## config.mk

```make
export PLATFORM = sky130hd
export DESIGN_NAME = uart_send_cfg
export DESIGN_NICKNAME = d
export VERILOG_FILES = /design/src/rtl/uart_send_cfg.sv
export SDC_FILE = /design/constraint.sdc
export NUM_CORES = 1
export LEC_CHECK = 0
export ABC_AREA = 1
export CELL_PAD_IN_SITES_DETAIL_PLACEMENT = 1
export CELL_PAD_IN_SITES_GLOBAL_PLACEMENT = 2
export CORE_MARGIN = 4
export CORE_UTILIZATION = 28
export DETAILED_ROUTE_END_ITERATION = 12
export GPL_ROUTABILITY_DRIVEN = 0
export PLACE_DENSITY = 0.79
export SLEW_MARGIN = 20
export SYNTH_ARGS = -nofsm -noshare
export SYNTH_HDL_FRONTEND = slang
export SYNTH_SLANG_ARGS = --single-unit
```

## constraint.sdc

```tcl
create_clock -name clk -period 1.4 [get_ports clk]
set_input_delay 0.28 -clock clk [delete_from_list [all_inputs] [get_ports clk]]
set_output_delay 0.28 -clock clk [all_outputs]
set_load 0.05 [all_outputs]
```

## src/rtl/uart_send_cfg.sv

```systemverilog
// uart_send_cfg: configurable UART transmitter.
// Frames are start bit, DATA_BITS data bits (LSB first), an optional parity bit
// and STOP_BITS stop bits. Each bit lasts CLKS_PER_BIT clocks. The serial line
// is registered and idles high.
module uart_send_cfg #(
  parameter int CLKS_PER_BIT = 625,
  parameter int DATA_BITS    = 8,
  parameter int PARITY       = 0,
  parameter int STOP_BITS    = 1
) (
  input  logic                 clk,
  input  logic                 rst,
  input  logic                 ready,
  input  logic [DATA_BITS-1:0] payload,
  output logic                 tx,
  output logic                 busy,
  output logic                 done
);

  // Widths fall back to 1 so illegal values still elaborate far enough to
  // reach the parameter checks below.
  localparam int CW = (CLKS_PER_BIT > 1) ? $clog2(CLKS_PER_BIT) : 1;
  localparam int IW = (DATA_BITS > 1) ? $clog2(DATA_BITS) : 1;

  localparam logic [CW-1:0] BAUD_LAST  = CW'(CLKS_PER_BIT - 1);
  localparam logic [IW-1:0] BIT_LAST   = IW'(DATA_BITS - 1);
  localparam logic          STOP_LAST  = (STOP_BITS == 2);
  localparam bit            HAS_PARITY = (PARITY != 0);
  localparam bit            ODD_PARITY = (PARITY == 1);

  localparam logic [2:0] S_IDLE   = 3'd0;
  localparam logic [2:0] S_START  = 3'd1;
  localparam logic [2:0] S_DATA   = 3'd2;
  localparam logic [2:0] S_PARITY = 3'd3;
  localparam logic [2:0] S_STOP   = 3'd4;

  // Elaboration-time parameter checks; illegal values are rejected, not clamped.
  if (CLKS_PER_BIT < 2) begin : g_chk_cpb
    $error("uart_send_cfg: CLKS_PER_BIT must be 2 or more");
  end
  if (DATA_BITS < 5 || DATA_BITS > 9) begin : g_chk_data
    $error("uart_send_cfg: DATA_BITS must be in 5..9");
  end
  if (PARITY < 0 || PARITY > 2) begin : g_chk_parity
    $error("uart_send_cfg: PARITY must be 0 (none), 1 (odd) or 2 (even)");
  end
  if (STOP_BITS < 1 || STOP_BITS > 2) begin : g_chk_stop
    $error("uart_send_cfg: STOP_BITS must be 1 or 2");
  end

  logic [2:0]           state_q, state_d;
  logic [CW-1:0]        baud_q, baud_d;
  logic [IW-1:0]        bit_idx_q, bit_idx_d;
  logic                 stop_idx_q, stop_idx_d;
  logic [DATA_BITS-1:0] shift_q, shift_d;
  logic                 par_q, par_d;
  logic                 tx_q, tx_d;
  logic                 busy_q, busy_d;
  logic                 done_q, done_d;
  logic                 bit_end;

  assign bit_end = (baud_q == BAUD_LAST);

  // Next-state logic; tx_d carries the line level for the bit being entered so
  // the registered tx changes exactly on bit boundaries.
  always_comb begin
    state_d    = state_q;
    baud_d     = baud_q;
    bit_idx_d  = bit_idx_q;
    stop_idx_d = stop_idx_q;
    shift_d    = shift_q;
    par_d      = par_q;
    tx_d       = tx_q;
    busy_d     = busy_q;
    done_d     = 1'b0;

    case (state_q)
      S_IDLE: begin
        tx_d   = 1'b1;
        busy_d = 1'b0;
        if (ready) begin
          shift_d    = payload;
          par_d      = ODD_PARITY ? ~(^payload) : (^payload);
          state_d    = S_START;
          baud_d     = '0;
          bit_idx_d  = '0;
          stop_idx_d = 1'b0;
          busy_d     = 1'b1;
          tx_d       = 1'b0;
        end
      end

      S_START: begin
        if (bit_end) begin
          baud_d  = '0;
          state_d = S_DATA;
          tx_d    = shift_q[0];
        end else begin
          baud_d = baud_q + 1'b1;
        end
      end

      S_DATA: begin
        if (bit_end) begin
          baud_d = '0;
          if (bit_idx_q == BIT_LAST) begin
            bit_idx_d = '0;
            if (HAS_PARITY) begin
              state_d = S_PARITY;
              tx_d    = par_q;
            end else begin
              state_d = S_STOP;
              tx_d    = 1'b1;
            end
          end else begin
            bit_idx_d = bit_idx_q + 1'b1;
            shift_d   = shift_q >> 1;
            tx_d      = shift_q[1];
          end
        end else begin
          baud_d = baud_q + 1'b1;
        end
      end

      S_PARITY: begin
        if (bit_end) begin
          baud_d  = '0;
          state_d = S_STOP;
          tx_d    = 1'b1;
        end else begin
          baud_d = baud_q + 1'b1;
        end
      end

      S_STOP: begin
        tx_d = 1'b1;
        if (bit_end) begin
          baud_d = '0;
          if (stop_idx_q == STOP_LAST) begin
            stop_idx_d = 1'b0;
            state_d    = S_IDLE;
            busy_d     = 1'b0;
            done_d     = 1'b1;
          end else begin
            stop_idx_d = 1'b1;
          end
        end else begin
          baud_d = baud_q + 1'b1;
        end
      end

      default: begin
        state_d    = S_IDLE;
        baud_d     = '0;
        bit_idx_d  = '0;
        stop_idx_d = 1'b0;
        tx_d       = 1'b1;
        busy_d     = 1'b0;
      end
    endcase
  end

  // State registers with synchronous reset; reset aborts any frame silently.
  always_ff @(posedge clk) begin
    if (rst) begin
      state_q    <= S_IDLE;
      baud_q     <= '0;
      bit_idx_q  <= '0;
      stop_idx_q <= 1'b0;
      shift_q    <= '0;
      par_q      <= 1'b0;
      tx_q       <= 1'b1;
      busy_q     <= 1'b0;
      done_q     <= 1'b0;
    end else begin
      state_q    <= state_d;
      baud_q     <= baud_d;
      bit_idx_q  <= bit_idx_d;
      stop_idx_q <= stop_idx_d;
      shift_q    <= shift_d;
      par_q      <= par_d;
      tx_q       <= tx_d;
      busy_q     <= busy_d;
      done_q     <= done_d;
    end
  end

  assign tx   = tx_q;
  assign busy = busy_q;
  assign done = done_q;

endmodule

```

## After elaboration in Yosys (flattened, before gate mapping)

Index checks and enable logic that the tools add are counted.

- Bits in registers: 28
- Input bits: 11
- Output and inout bits: 3

- $add $sub $neg: 2
- Equal/unequal tests: 14
- Mux-type cells: 34
- Bitwise logic cells: 4
- Reductions and logical operators: 12

Operators by type and width:

| cell | count |
|---|---|
| two-way mux 3 bit | 10 |
| two-way mux 8 bit | 3 |
| two-way mux 10 bit | 2 |
| one-hot mux 10 bit (2 select lines) | 1 |
| inequality test 2 bit, second input constant | 8 |
| one-hot mux 8 bit (2 select lines) | 1 |
| one-hot mux 3 bit (5 select lines) | 1 |
| two-way mux 1 bit | 12 |
| AND reduction 3 bit | 4 |
| adder 10 x 1 -> 10 bit, second input constant | 1 |
| equality test 10 bit, second input constant | 1 |
| one-hot mux 3 bit (3 select lines) | 1 |
| OR reduction 3 bit | 3 |
| AND reduction 7 bit | 1 |
| equality test 3 x 2 -> 1 bit, second input constant | 2 |
| equality test 3 bit, second input constant | 2 |
| one-hot mux 1 bit (3 select lines) | 2 |
| NOT 1 bit | 4 |
| one-hot mux 1 bit (4 select lines) | 1 |
| AND reduction 4 bit | 1 |
| OR reduction 4 bit | 1 |
| adder 3 x 1 -> 3 bit, second input constant | 1 |
| equality test 3 x 1 -> 1 bit, second input constant | 1 |
| zero test 3 bit | 1 |
| nonzero test 2 bit | 1 |

## Depth between registers and ports, before layout

- Word-level depth: 4
- Mapped depth: 11
- Depth with buffers taken out: 11

## Worst setup path before layout

Ideal clock, no wire load.

- Path kind: register -> register
- Start point: reg bit_idx_q[0]
- End point: reg shift_q[7]
- Library setup time: 0.114 ns
- Arrival time: 1.322 ns
- Path slack: -0.035 ns
- Stages on the path, launching flop included: 8
- Path buffers: 0
- Clock period less this slack: 1.435 ns
- Cell sequence: dfxtp_1 > ha_1 > ha_1 > nand3b_1 > nand2_2 > nand3_4 > a21oi_1 > nor2_1

- Word-level cells in the longest chain between the ends: 3

RTL lines:

| what | line | source |
|---|---|---|
| from (decl) | 53 | `logic [IW-1:0] bit_idx_q, bit_idx_d;` |
| from (signal assigned) | 178 | `bit_idx_q <= bit_idx_d;` |
| equality test 3 bit | 106 | `if (bit_idx_q == BIT_LAST) begin` |
| inequality test 2 bit (no line) | n/a |  |
| AND reduction 4 bit (no line) | n/a |  |
| to (signal assigned) | 180 | `shift_q <= shift_d;` |
| to (decl) | 55 | `logic [DATA_BITS-1:0] shift_q, shift_d;` |

Every way passes these cells.
A chain may end at the register's enable or synchronous reset.

## Worst setup path in the final report

- Start point: reg bit_idx_q[0]
- End point: reg bit_idx_q[0]

- Word-level cells in the longest chain between the ends: 4

RTL lines:

| what | line | source |
|---|---|---|
| adder 3 x 1 -> 3 bit / equality test 3 bit (equally long branches) | 116, 106 |  |
| two-way mux 3 bit (*) | 106 |  |
| two-way mux 3 bit (*) | 104 | `if (bit_end) begin` |
| one-hot mux 3 bit (3 select lines) (*) | 77 | `case (state_q)` |

Every way passes the cells marked *; elsewhere a longest branch is shown, timed or not. The select of a mux whose other input is x is not followed.

==> results list <==
- The run finished, with violations left.
* Violations in the final reports: negative setup slack
* Switch Pwr: 1.68 mW
- Buffers inserted during clock tree synthesis total 3.
- Adding up every negative setup slack in the final design gives -0.666 ns.
* Peak ir drop on the vdd network: 851 µV
* Initial core utilization: 0.297
- After synthesis, the netlist uses 27 different library cells.
- The floorplan has 25 rows.
- In the final routed layout, each cell accounts on average for about 13 µm.
- Wires add up to 4.32 mm.
- In this run the number of H-tree levels came out at 1.
- The share of total power dissipated in sequential elements is 0.276.
- FF+latch count, synth: 27
- The first global-routing pass estimated 7.22 mm of wire.
- For the finished layout, the period the worst path requires is 1.47 ns.
- Summed over all nets, the half-perimeter wirelength after detailed placement is slightly below 3 mm.
* Proportion of layout cells with a drive suffix above 1: 0.402
- For hold timing, the worst endpoint is shift_q[2].
- Total DRC errors in the routed layout: 0
- For the worst-skew pair, the clock arrives at the later sink with an insertion delay of ~0.27 ns.
- Internal power consumption: 2.24 mW
- Via count of the first global-routing pass: ~1,500
- Measured along the y axis, the die boundary spans 80.0 µm.
- Relative slew margins: 0.828
- The final layout contains 275 nets.
- Buffers from clock root to sink, at most: 2
- Leakage power: 0.941 nW
- Clock slew seen by the registers of the worst setup and hold paths: 0.10 ns
- Share of synthesized cell area in full adder, half adder and majority cells: 0.0345
- Relative contribution of the clock network to total power: 0.116
- Yosys attributes the largest share of cell area to sky130_fd_sc_hd__dfxtp_1, sky130_fd_sc_hd__nand2_1, sky130_fd_sc_hd__nor2_1, sky130_fd_sc_hd__a21oi_1, sky130_fd_sc_hd__nand4_1.
- By area, the combinational part of the netlist is dominated by simple AND/OR/NAND/NOR gates.
* Transition at the pin with the smallest max-transition slack: 0.257 ns
* Number of diodes: 0
- Relative to the synthesized area, the layout overhead comes to 56.9%.
- The detailed router placed 1,508 vias in this run.
- In this run the remaining antenna-violating nets after routing total 0.
- The die covers roughly 6400 µm².
- Proportion of power drawn by combinational gates: 0.609
- Entering global routing, the biggest net connects 16 pins.
- Required time worst endpoint: 1.61 ns
- Min-Delay Path Class: flop to flop
- Of the post-synthesis cell area, the part taken by muxes is 0.
* FF+latch area: between 500 and 600 µm²
* Width of the die: around 80 µm
- RSZ-0062 raised after global routing: true
* Fmax: roughly 680 MHz
- Fraction of the mapped netlist area in compound gates: 0.0794
- Share of Yosys cell area claimed by the top area cell type: 0.373
* Worst clock skew: 0.00363 ns
- Of the total synthesized cell area, the portion taken by XOR and XNOR cells is 0.0181.
* Synth warnings: 0
* Total power per unit cell area: 1730 nW/µm²
- Max Cap Violations: 0
* Area of combinational cells with multiple inputs: ~1000 µm²
- I/O pin count: 14
- Grt ovf: 0
- The setup path with the least slack is of type flop to flop.
- Of the total power, the share spent switching nets is 0.429.
- The worst hold path was traced through 2 stages.
- The total count of max-transition violations in the final report came to 0.
- The worst register-to-register path ends at bit_idx_q[0].
- Setup-violating endpoint count in the final report: 18
- Crit path DAT: 1.68 ns
* First-pass iteration count of the detailed router: 4
* Worst Reg2Reg Path Length in Cells: 7
- Number of antenna violations at the first check in global routing: 0
* Hold slack: 0.474 ns
- STA classifies the critical path startpoint as a flop.
- Count of endpoints failing hold in the final timing report: 0
- Per-cell via count in the routed design: 4.63
- Post-synthesis average cell area: 7.01 µm²
- For this run, the total global-route usage over all layers was measured as 0.143.
* Instance count of the mapped netlist: 207
- Of all nets on the critical path, the largest fanout is 3.
- The count of buffers added on input and output ports is 13.
* Post-Synthesis Cell Area: 1450 µm²
- Critical hold path startpoint: shift_q[2]
* Synth Area in Simple Gates: 0.425
- Clk Tree Root Cell: sky130_fd_sc_hd__clkbuf_8
- CTS tree: done
* Sink count of the clock tree: 27
- The number of nets in the synthesized netlist is 222.
- In this run, the number of DRC markers left after iteration 0 of detailed routing was 33.
* Final worst-path setup slack: -0.0703 ns
* Share of the cycle needed by the critical path after routing: 1.05
- Of all cell types, the one taking the most synthesized area is sky130_fd_sc_hd__dfxtp_1.
- Worst Setup End Kind: flop
- Part of the Yosys area used for sequential elements: 0.373
- Across all register-to-register paths, the minimum setup slack is -0.07 ns.
* Fillcell total: 623
- Core footprint: 4880 µm²
- The worst register-to-register path begins at bit_idx_q[0].
* Hold-fix buffer count after cts: 0
## cells in the mapped netlist, drive strengths merged
cell and n:
o21ai 3, clkbuf 1, dfxtp 27, nand3 11
nand2 73, nand4 10, a211oi 1, a21oi 17
nor2 28, nor4 1, buf 3, nor3 5
inv 17, nand3b 2, ha 4, o31ai 1
xor2 3
## cells by family (layout without fill, tap and decap cells)
group	count (synthesis)	in the layout
adders and majority gates	4	4
buffers and inverters	21	72
AOI/OAI and AO/OA	22	22
DFF	27	27
xor gates and xnor gates	3	3
and+or+nand+nor	130	131
## per-layer routing
metal  wire (µm)  GRT usage
met5           0          0
met4          24     0.0253
met3          95     0.0316
met2        2150      0.245
met1        2050      0.185
## final cells by class
class,instances,share of cell area
multi-input cells,160,0.447
flip-flops and latches,27,0.242
repair buffers,51,0.224
well taps,67,0.0369
inverters,17,0.0292
clock buffers,3,0.0182
clock inverters,1,0.00220
## sequential cells by signal, indices dropped and copies added, names as in the netlist
name	flops
tx	1
baud_q	10
done	1
bit_idx_q	3
state_q	3
shift_q	8
busy	1
## power groups by stage
stage | clock, mW | sequential (mW) | combinational (mW)
after global placement | 0 | 1.06 | 1.84
after global routing | 0.520 | 1.11 | 2.64
final | 0.455 | 1.08 | 2.39
after CTS | 0.487 | 1.06 | 2.08
after detailed placement | 0 | 1.06 | 1.86
after floorplan | 0 | 1.12 | 1.05
## worst max path at each step
stage	start	endpoint	slack [ns]
6_report	bit_idx_q[0]	bit_idx_q[0]	-0.07
3_3_place_gp	ready	baud_q[9]	-0.29
2_1_floorplan	bit_idx_q[0]	shift_q[1]	0.007
5_1_grt	bit_idx_q[1]	bit_idx_q[0]	-0.18
4_1_cts	bit_idx_q[1]	shift_q[4]	-0.07
3_5_place_dp	ready	baud_q[9]	-0.30
## cells in the final DEF (no fill, tap or decap), types with 3 or more instances in the layout
| master | instances |
|---|---|
| sky130_fd_sc_hd__nand2_1 | 60 |
| sky130_fd_sc_hd__buf_4 | 30 |
| sky130_fd_sc_hd__dfxtp_1 | 19 |
| sky130_fd_sc_hd__nor2_1 | 16 |
| sky130_fd_sc_hd__a21oi_1 | 16 |
| sky130_fd_sc_hd__nand4_1 | 10 |
| sky130_fd_sc_hd__clkdlybuf4s50_1 | 10 |
| sky130_fd_sc_hd__inv_1 | 9 |
| sky130_fd_sc_hd__dfxtp_2 | 8 |
| sky130_fd_sc_hd__inv_2 | 7 |
| sky130_fd_sc_hd__nor2_4 | 7 |
| sky130_fd_sc_hd__nand2_2 | 7 |
| sky130_fd_sc_hd__buf_12 | 7 |
| sky130_fd_sc_hd__nand2_4 | 5 |
| sky130_fd_sc_hd__nand3_1 | 5 |
| sky130_fd_sc_hd__nor2_2 | 5 |
| sky130_fd_sc_hd__nand3_2 | 4 |
| sky130_fd_sc_hd__buf_6 | 4 |
| sky130_fd_sc_hd__nand3_4 | 3 |
| sky130_fd_sc_hd__nor3_1 | 3 |
| sky130_fd_sc_hd__ha_4 | 3 |
| sky130_fd_sc_hd__clkbuf_8 | 3 |
## per-stage QoR
step                setup WS, ns  total power, mW  instance area (µm²)   util  std cells
floorplan                0.00689             2.17                 1460      -        207
global placement          -0.285             2.90                 1900  0.390        311
detailed placement        -0.298             2.92                 1900  0.390        311
CTS                      -0.0656             3.63                 2100  0.430        320
global route              -0.182             4.27                 2270  0.466        326
finish                   -0.0703             3.93                 2270  0.466        326
## repair_timing
item	4_1_cts	5_1_grt
endpoints found under the setup margin	18	27
resized for setup	27	30
setup buffers	4	6
pin swaps	25	11
cloned	1	0
## critical path, stage by stage, from the launching register on
cell and delay [ns]:
sky130_fd_sc_hd__dfxtp_2 0.35, sky130_fd_sc_hd__ha_4 0.16, sky130_fd_sc_hd__ha_4 0.15, sky130_fd_sc_hd__nand3b_1 0.24, sky130_fd_sc_hd__buf_4 0.20, sky130_fd_sc_hd__nor2_4 0.07
sky130_fd_sc_hd__nand4_1 0.11, sky130_fd_sc_hd__a21oi_1 0.13
Power figures use the tool's default switching activity.
